$ cat config.mk
export PLATFORM = sky130hd
export DESIGN_NAME = max31855_frame_decoder
export DESIGN_NICKNAME = d
export VERILOG_FILES = /design/src/rtl/max31855_frame_decoder.sv
export SDC_FILE = /design/constraint.sdc
export NUM_CORES = 1
export LEC_CHECK = 0
export ABC_AREA = 1
export CORE_UTILIZATION = 45
export CTS_CLUSTER_SIZE = 25
export DETAILED_ROUTE_END_ITERATION = 8
export GPL_TIMING_DRIVEN = 0
export PLACE_DENSITY = 0.8
export SYNTH_ARGS = -nofsm -noshare
export SYNTH_HDL_FRONTEND = slang
export SYNTH_SLANG_ARGS = --single-unit
$ cat constraint.sdc
create_clock -name clk_i -period 2 [get_ports clk_i]
set_clock_uncertainty 0.2 [all_clocks]
set_input_delay 0.2 -clock clk_i [delete_from_list [all_inputs] [get_ports clk_i]]
set_output_delay 0.2 -clock clk_i [all_outputs]
set_load 0.01 [all_outputs]
$ cat src/rtl/max31855_frame_decoder.sv
// rtl/max31855_frame_decoder.sv - MAX31855 frame decode, block average, fault debounce and BCD conversion
// A frame is taken on each chip-select rising edge; averaged readings feed a sequential double-dabble engine.
module max31855_frame_decoder #(
  parameter int FRAME_REVERSED = 1,
  parameter int AVG_LOG2       = 2,
  parameter int FAULT_CNT      = 3
) (
  input  logic        clk_i,
  input  logic        rst_i,
  input  logic        spi_cs_i,
  input  logic [31:0] frame_i,
  output logic [13:0] tc_avg_o,
  output logic [11:0] int_temp_o,
  output logic        fault_o,
  output logic [2:0]  fault_flags_o,
  output logic [15:0] bcd_o,
  output logic        sign_o,
  output logic        valid_o
);

  localparam logic [1:0] S_IDLE  = 2'd0;
  localparam logic [1:0] S_LOAD  = 2'd1;
  localparam logic [1:0] S_SHIFT = 2'd2;
  localparam logic [1:0] S_DONE  = 2'd3;

  localparam int               CNT_W    = AVG_LOG2 + 1;
  localparam logic [CNT_W-1:0] CNT_FULL = CNT_W'(1 << AVG_LOG2);
  localparam logic [3:0]       FCNT_MAX = 4'(FAULT_CNT);

  logic               cs_q, cs_d;
  logic               armed_q, armed_d;
  logic [31:0]        frame_q, frame_d;
  logic               frame_vld_q, frame_vld_d;
  logic signed [17:0] acc_q, acc_d;
  logic [CNT_W-1:0]   cnt_q, cnt_d;
  logic [3:0]         fcnt_q, fcnt_d;
  logic               fault_q, fault_d;
  logic [2:0]         flags_q, flags_d;
  logic [11:0]        int_q, int_d;
  logic [13:0]        tc_avg_q, tc_avg_d;
  logic [1:0]         state_q, state_d;
  logic               pend_q, pend_d;
  logic [11:0]        mag_q, mag_d;
  logic [15:0]        work_q, work_d;
  logic [3:0]         sh_cnt_q, sh_cnt_d;
  logic               sign_work_q, sign_work_d;
  logic [15:0]        bcd_q, bcd_d;
  logic               sign_q, sign_d;
  logic               valid_q, valid_d;

  logic [31:0]        frame_in;
  logic               new_frame;
  logic signed [17:0] tc_ext, acc_sum, acc_shr;
  logic [CNT_W-1:0]   cnt_inc;
  logic               avg_rdy;
  logic [13:0]        tc_abs;
  logic [15:0]        work_adj;
  logic               unused_bits;

  // frame_q is always held in D-numbering: frame_q[31] is D31.
  always_comb begin
    frame_in = '0;
    for (int i = 0; i < 32; i++) begin
      frame_in[i] = (FRAME_REVERSED != 0) ? frame_i[31-i] : frame_i[i];
    end
  end

  // armed_q blocks a spurious event when chip-select is already high out of reset.
  assign new_frame = spi_cs_i & ~cs_q & armed_q;
  assign tc_ext    = {{4{frame_q[31]}}, frame_q[31:18]};
  assign acc_sum   = acc_q + tc_ext;
  assign acc_shr   = acc_sum >>> AVG_LOG2;
  assign cnt_inc   = cnt_q + CNT_W'(1);
  assign tc_abs    = tc_avg_q[13] ? (~tc_avg_q + 14'd1) : tc_avg_q;

  always_comb begin
    cs_d        = spi_cs_i;
    armed_d     = armed_q | ~spi_cs_i;
    frame_vld_d = new_frame;
    frame_d     = new_frame ? frame_in : frame_q;
    acc_d       = acc_q;
    cnt_d       = cnt_q;
    fcnt_d      = fcnt_q;
    fault_d     = fault_q;
    flags_d     = flags_q;
    int_d       = int_q;
    tc_avg_d    = tc_avg_q;
    avg_rdy     = 1'b0;
    if (frame_vld_q) begin
      flags_d = frame_q[2:0];
      if (frame_q[16]) begin
        if (fcnt_q != FCNT_MAX) fcnt_d = fcnt_q + 4'd1;
        if (fcnt_d == FCNT_MAX) fault_d = 1'b1;
      end else begin
        fcnt_d  = '0;
        fault_d = 1'b0;
        int_d   = frame_q[15:4];
        if (cnt_inc == CNT_FULL) begin
          tc_avg_d = acc_shr[13:0];
          acc_d    = '0;
          cnt_d    = '0;
          avg_rdy  = 1'b1;
        end else begin
          acc_d = acc_sum;
          cnt_d = cnt_inc;
        end
      end
    end
  end

  always_comb begin
    work_adj = '0;
    for (int i = 0; i < 4; i++) begin
      work_adj[4*i +: 4] = (work_q[4*i +: 4] >= 4'd5) ? work_q[4*i +: 4] + 4'd3 : work_q[4*i +: 4];
    end
  end

  always_comb begin
    state_d     = state_q;
    pend_d      = pend_q;
    mag_d       = mag_q;
    work_d      = work_q;
    sh_cnt_d    = sh_cnt_q;
    sign_work_d = sign_work_q;
    bcd_d       = bcd_q;
    sign_d      = sign_q;
    valid_d     = 1'b0;
    case (state_q)
      S_IDLE: begin
        if (avg_rdy || pend_q) begin
          state_d = S_LOAD;
          pend_d  = 1'b0;
        end
      end
      S_LOAD: begin
        mag_d       = tc_abs[13:2];
        sign_work_d = tc_avg_q[13];
        work_d      = '0;
        sh_cnt_d    = '0;
        state_d     = S_SHIFT;
      end
      S_SHIFT: begin
        work_d   = {work_adj[14:0], mag_q[11]};
        mag_d    = {mag_q[10:0], 1'b0};
        sh_cnt_d = sh_cnt_q + 4'd1;
        if (sh_cnt_q == 4'd11) state_d = S_DONE;
      end
      default: begin
        bcd_d   = work_q;
        sign_d  = sign_work_q;
        valid_d = 1'b1;
        state_d = S_IDLE;
      end
    endcase
    // Only the latest average matters, so one pending flag is enough.
    if (avg_rdy && (state_q != S_IDLE)) pend_d = 1'b1;
  end

  always_ff @(posedge clk_i) begin
    if (rst_i) begin
      cs_q        <= 1'b0;
      armed_q     <= 1'b0;
      frame_q     <= '0;
      frame_vld_q <= 1'b0;
      acc_q       <= '0;
      cnt_q       <= '0;
      fcnt_q      <= '0;
      fault_q     <= 1'b0;
      flags_q     <= '0;
      int_q       <= '0;
      tc_avg_q    <= '0;
      state_q     <= S_IDLE;
      pend_q      <= 1'b0;
      mag_q       <= '0;
      work_q      <= '0;
      sh_cnt_q    <= '0;
      sign_work_q <= 1'b0;
      bcd_q       <= '0;
      sign_q      <= 1'b0;
      valid_q     <= 1'b0;
    end else begin
      cs_q        <= cs_d;
      armed_q     <= armed_d;
      frame_q     <= frame_d;
      frame_vld_q <= frame_vld_d;
      acc_q       <= acc_d;
      cnt_q       <= cnt_d;
      fcnt_q      <= fcnt_d;
      fault_q     <= fault_d;
      flags_q     <= flags_d;
      int_q       <= int_d;
      tc_avg_q    <= tc_avg_d;
      state_q     <= state_d;
      pend_q      <= pend_d;
      mag_q       <= mag_d;
      work_q      <= work_d;
      sh_cnt_q    <= sh_cnt_d;
      sign_work_q <= sign_work_d;
      bcd_q       <= bcd_d;
      sign_q      <= sign_d;
      valid_q     <= valid_d;
    end
  end

  assign unused_bits   = ^{frame_q[17], frame_q[3], tc_abs[1:0], acc_shr[17:14], work_adj[15]};

  assign tc_avg_o      = tc_avg_q;
  assign int_temp_o    = int_q;
  assign fault_o       = fault_q;
  assign fault_flags_o = flags_q;
  assign bcd_o         = bcd_q;
  assign sign_o        = sign_q;
  assign valid_o       = valid_q;

endmodule

# Word level (Yosys, flattened, before mapping)

Index checks and enable logic that the tools add are counted.

Flip-flop bits (word level): 144
Input bits: 35
Output and inout bits: 48
Logic and storage cells: 88

Add/subtract/negate cells: 9
Order comparisons: 4
Equality and inequality tests: 9
Multiplexer cells: 26
Bitwise gates (word level): 7
Reductions and logical operators: 13

Operators by type and width:

| kind                                                              | count |
|---|---|
| one-hot mux 16 bit (2 select lines)                               | 1 |
| 2-to-1 mux 4 bit                                                  | 7 |
| one-hot mux 12 bit (2 select lines)                               | 1 |
| adder 18 x 14 -> 18 bit                                           | 1 |
| 2-to-1 mux 18 bit                                                 | 1 |
| greater-or-equal comparator 4 x 3 -> 1 bit, second input constant | 4 |
| adder 14 x 1 -> 14 bit, second input constant                     | 1 |
| 2-to-1 mux 14 bit                                                 | 1 |
| NOT 14 bit                                                        | 1 |
| adder 4 x 2 -> 4 bit, second input constant                       | 3 |
| 2-to-1 mux 1 bit                                                  | 9 |
| adder 4 x 1 -> 4 bit, second input constant                       | 2 |
| one-hot mux 4 bit (2 select lines)                                | 1 |
| AND reduction 2 bit                                               | 4 |
| nonzero test 2 bit                                                | 4 |
| 2-to-1 mux 3 bit                                                  | 2 |
| one-hot mux 2 bit (3 select lines)                                | 1 |
| == test 4 x 2 -> 1 bit, second input constant                     | 1 |
| == test 4 bit, second input constant                              | 1 |
| 2-to-1 mux 2 bit                                                  | 2 |
| inequality test 2 bit, second input constant                      | 2 |
| inequality test 4 x 2 -> 1 bit, second input constant             | 1 |
| adder 3 x 1 -> 3 bit, second input constant                       | 1 |
| adder 3 x 2 -> 3 bit, second input constant                       | 1 |
| other kinds (12)                                                  | 15 |

# Longest topological paths before layout

Word-level depth: 9
Mapped depth: 13
Gate-level depth less buffers: 13

# Least setup slack after synthesis

OpenSTA, ideal clock, no wires.

Path kind: flip-flop to flip-flop
Start: reg frame_q[18]
End: reg tc_avg_q[6] (netlist: tc_avg_o[6])
Setup time: 0.109 ns
Arrival time: 1.567 ns
Setup slack: 0.124 ns
Stages on the path, launching flop included: 12
Path buffers: 0
Period minus slack after synthesis: 1.876 ns
Cells stage by stage: dfxtp_1 -> ha_1 -> inv_1 -> fa_1 -> inv_1 -> nand3_1 -> nand2_1 -> a21oi_1 -> xor2_1 -> nand2_1 -> nand2_1 -> inv_1

Cells in the longest elaborated chain, start to end: 1

Ends and longest elaborated chain:

| what                    | line | RTL |
|---|---|---|
| from (decl)             | 32   | `logic [31:0] frame_q, frame_d;` |
| from (signal assigned)  | 184  | `frame_q <= frame_d;` |
| adder 18 x 14 -> 18 bit | 71   | `assign acc_sum = acc_q + tc_ext;` |
| to (signal assigned)    | 192  | `tc_avg_q <= tc_avg_d;` |
| to (decl)               | 40   | `logic [13:0] tc_avg_q, tc_avg_d;` |

No other way between the ends.
A chain may end at the register's enable or synchronous reset.

# Worst setup path after layout

Start: reg acc_q[0]
End: reg acc_q[8]

Cells in the longest elaborated chain, start to end: 2

Ends and longest elaborated chain:

| what                    | line | RTL |
|---|---|---|
| from (decl)             | 34   | `logic signed [17:0] acc_q, acc_d;` |
| from (signal assigned)  | 165  | `acc_q <= '0;` |
| from (signal assigned)  | 186  | `acc_q <= acc_d;` |
| adder 18 x 14 -> 18 bit | 71   |  |
| 2-to-1 mux 18 bit       | 98   | `if (cnt_inc == CNT_FULL) begin` |

No other way between the ends.

==> run_results.csv <==
group,metric,value,unit
setup_path,r2r-start,"acc_q[0]",
cells_and_area,final_cell_area,8454,µm²
yosys,synth_cell_types,35,
yosys,synth-seq-cells,140,
cells_and_area,nets,1119,
yosys,synthesis.area,6694,µm²
sta,finalHoldViolCount,0,
setup_path,critPathMaxStageDelay,0.35,ns
yosys,synthAdderAreaFrac,0.06467,
yosys,synthCells,947,
floorplan,core_area,14530,µm²
setup_path,crit_chain,"ha_4 -> inv_1 -> fa_2 -> inv_2 -> nand3_2 -> nand2_2 -> a21oi_2 -> xor2_2 -> buf_4 -> o21ai_2",
placed_design,dpl.hpwl,12.00,mm
yosys,syn_nets,1016,
pwr,power,0.007203,W
yosys,post_synth_and_or_nand_nor_area_fraction,0.2464,
placed_design,gp_congestion,0.9159,
floorplan,die_h,124.0,µm
clocking,clkTransAtPathRegs,0.06,ns
global_routing,grt_start_max_net_pins,17,
yosys,syn_area_per_cell,7.069,µm²
global_routing,grt_antenna_before_repair,1,
detailed_routing,drc,0,
global_routing,overflow,0,
detailed_routing,drt_iter0_drc,352,
setup_path,reg2reg_setup_slack,0.06,ns
setup_path,crit_path_start_kind,"flip-flop",
global_routing,grt_pass1_vias,5933,
setup_path,crit_slowest_cell,"dfxtp_2",
clocking,hold_buffers,0,
sta,post-route-period-util,0.9712,
clocking,ctsHtreeMaxLevel,4,
sta,rsz0062_at_grt,"true",
pwr,peakVddDrop,0.6111,mV
setup_path,critPathKind,"flip-flop to flip-flop",
detailed_routing,wire_per_inst,13.43,µm
sta,fin_crit,1.942,ns
min_path,whs_path_depth,4,
sta,final.setup.worst_slack,0.05765,ns
pwr,p_per_area,852.0,nW/µm²
detailed_routing,wl,16.76,mm
setup_path,crit_path_max_fanout,3,
detailed_routing,vias,6420,
yosys,synth_compound_gate_area_share,0.1607,
floorplan,dieWidth,124.0,µm
placed_design,portBuffers,79,
floorplan,num_rows,44,
clocking,cts_root_buf,"clkbuf_16",
sta,hold_ws,0.02175,ns
clocking,clock_latency,0.43,ns
setup_path,crit_buf_inv,3,
min_path,hold_class,"input port to flip-flop",
yosys,synth_top_family_by_area,"simple AND/OR/NAND/NOR gates",
yosys,seq_area_frac_synth,0.4187,
yosys,synth.area.mux_share,0,
setup_path,worst_r2r_path_depth,10,
cells_and_area,syn2layout_area_growth,26.30,%
placed_design,dpl-instance-area,7715,µm²
setup_path,r2r_end,"acc_q[8]",
cells_and_area,drive_gt1_frac,0.08937,
placed_design,dpl_worst_slack,-0.1780,ns
detailed_routing,post_drt_via_cell_ratio,5.144,
global_routing,grt_util_all_layers,0.2287,
setup_path,crit_path_end_kind,"flip-flop",
global_routing,grt_pass1_wl,27.27,mm
floorplan,start_util,0.4606,
detailed_routing,antenna_left,0,
min_path,hold_end,"acc_q[15]",
setup_path,worstSetupPathDepth,10,
sta,max_freq,0.5148,GHz
job,max-cap-violations,0,
run_status,outcome,"complete, no violations",
detailed_routing,firstDrtPassIters,5,
clocking,clkSinkCount,140,
setup_path,cp.required,2.12,ns
pwr,cellLeakagePower,3.711,nW
sta,setup_viol,0,
clocking,cts_buffer_depth,2,
sta,slew_headroom,0.5863,
clocking,cts-buffers-inserted,17,
floorplan,dieArea,15370,µm²
setup_path,cp_top_family,"adder cells",
clocking,cts_tree,"yes",
sta,tightest_slew,0.6206,ns
floorplan,pin_count,83,
yosys,synth-xor-area-share,0.01701,
min_path,worstHoldStart,"rst_i",
yosys,yosysWarnings,0,
sta,drv_slew,0,
setup_path,cp.arrival,2.06,ns
[synth_stat cells]
| master | number | area share |
|---|---|---|
| nand2_1 | 195 | 0.11 |
| dfxtp_1 | 140 | 0.42 |
| nor2_1 | 131 | 0.073 |
| inv_1 | 121 | 0.068 |
| o21ai_0 | 91 | 0.068 |
| a21oi_1 | 77 | 0.058 |
| nand3_1 | 44 | 0.033 |
| ha_1 | 33 | 0.062 |
| clkbuf_1 | 28 | 0.016 |
| nand4_1 | 8 | 0.0075 |
| o21ai_2 | 8 | 0.010 |
| o22ai_1 | 8 | 0.0075 |
| xor2_1 | 8 | 0.010 |
| nor3_1 | 7 | 0.0052 |
| buf_2 | 6 | 0.0045 |
| or2_2 | 6 | 0.0056 |
| a31oi_1 | 5 | 0.0047 |
| xnor2_1 | 5 | 0.0065 |
| o211ai_1 | 4 | 0.0045 |
| a22oi_1 | 3 | 0.0034 |
| inv_2 | 3 | 0.0017 |
| nand3b_1 | 2 | 0.0022 |
| nor2_8 | 2 | 0.0060 |
| a211oi_1 | 1 | 0.0011 |
| and2_1 | 1 | 0.00094 |
| buf_1 | 1 | 0.00056 |
| fa_1 | 1 | 0.0030 |
| inv_4 | 1 | 0.00094 |
| inv_6 | 1 | 0.0013 |
| nor2_2 | 1 | 0.00094 |
| nor4_1 | 1 | 0.00094 |
| o211a_1 | 1 | 0.0015 |
| o21ai_1 | 1 | 0.00075 |
| o32ai_1 | 1 | 0.0013 |
| or2_4 | 1 | 0.0013 |
[power by group]
| group | leakage, nW | internal [W] | switching [W] | total [W] |
|---|---|---|---|---|
| registers | 1.14 | 0.00293 | 0.0000891 | 0.00302 |
| logic | 2.31 | 0.000447 | 0.000725 | 0.00117 |
| clock network | 0.267 | 0.00173 | 0.00129 | 0.00302 |
| total | 3.71 | 0.00510 | 0.00210 | 0.00720 |
[sequential cells by signal (all words and copies together) (netlist names), 12 cells and up]
signal and count:
tc_avg_o 14, bcd_o 16, mag_q 12, acc_q 16
int_temp_o 12, work_q 16, frame_q 30
[tightest hold or removal path, stage by stage]
cell and delay [ns]:
buf_2 0.21, nor2_8 0.10, nand2_1 0.06, nand2_1 0.04
[cell type report]
| type | instances | area [µm²] |
|---|---|---|
| antenna | 1 | 2.502 |
| buffer | 35 | 151.4 |
| clock buffer | 17 | 425.4 |
| clock inverter | 15 | 140.1 |
| fill | 1344 | 6080 |
| inverter | 126 | 483.0 |
| multi-input combinational | 646 | 3387 |
| sequential | 140 | 2806 |
| tap | 184 | 230.2 |
| timing repair buffer | 84 | 828.3 |
[stage by stage]
stage	utilization	setup TNS, ns	instances
2_1_floorplan	-	0	947
3_5_place_dp	0.5308	-2.832	1210
3_3_place_gp	0.5308	-1.825	1210
5_1_grt	0.5817	-0.04552	1248
4_1_cts	0.5736	0	1245
6_report	0.5817	0	1248
[timing repair]
item,in CTS,in global routing
gates cloned,0,0
endpoints found under the hold margin,0,0
setup endpoints to repair,28,41
setup buffers,3,2
pin swaps,4,5
gates resized for setup,13,28
[cells in the final DEF (no fill, tap or decap), types with 4 or more instances in the layout]
master           instances
nor3_1                   7
buf_4                    5
clkbuf_16               17
ha_4                     4
inv_6                    6
dfxtp_1                137
o22ai_1                  7
inv_2                    4
clkinvlp_4               4
clkbuf_1                22
a21oi_1                 76
o211ai_1                 4
nand2_1                192
a31oi_1                  5
nand3_1                 40
nor2_1                 131
clkdlybuf4s50_1         79
buf_2                    5
o21ai_0                 91
clkbuf_2                 5
xnor2_1                  4
nand3_2                  4
inv_1                  119
nand4_1                  8
ha_1                    27
or2_2                    6
o21ai_2                  8
xor2_1                   7
[worst max path at each step]
| stage | startpoint | endpoint | slack (ns) |
|---|---|---|---|
| global placement | frame_q[18] | tc_avg_o[6] | -0.16 |
| finish | acc_q[0] | acc_q[8] | 0.06 |
| CTS | acc_q[0] | acc_q[8] | 0.008 |
| detailed placement | frame_q[18] | tc_avg_o[6] | -0.18 |
| floorplan | frame_q[18] | tc_avg_o[6] | 0.12 |
| global route | acc_q[0] | tc_avg_o[2] | -0.03 |
[metal layers]
metal	routed length, µm	track usage	up-vias
li1	-	-	3263
met1	7432	0.2771	2936
met2	8091	0.3910	189
met3	845	0.04899	32
met4	387	0.09598	0
met5	0	0	-
[logic make-up (layout without fill, tap and decap cells)]
logic type               Yosys count  after routing
other                              0              1
XOR/XNOR                          13             13
AO/OA/AOI/OAI                    200            200
buffers and inverters            161            277
AND/OR/NAND/NOR                  399            399
flip-flops                       140            140
adder cells (fa/ha/maj)           34             34
Note: power is estimated with default switching activity, not from simulation.
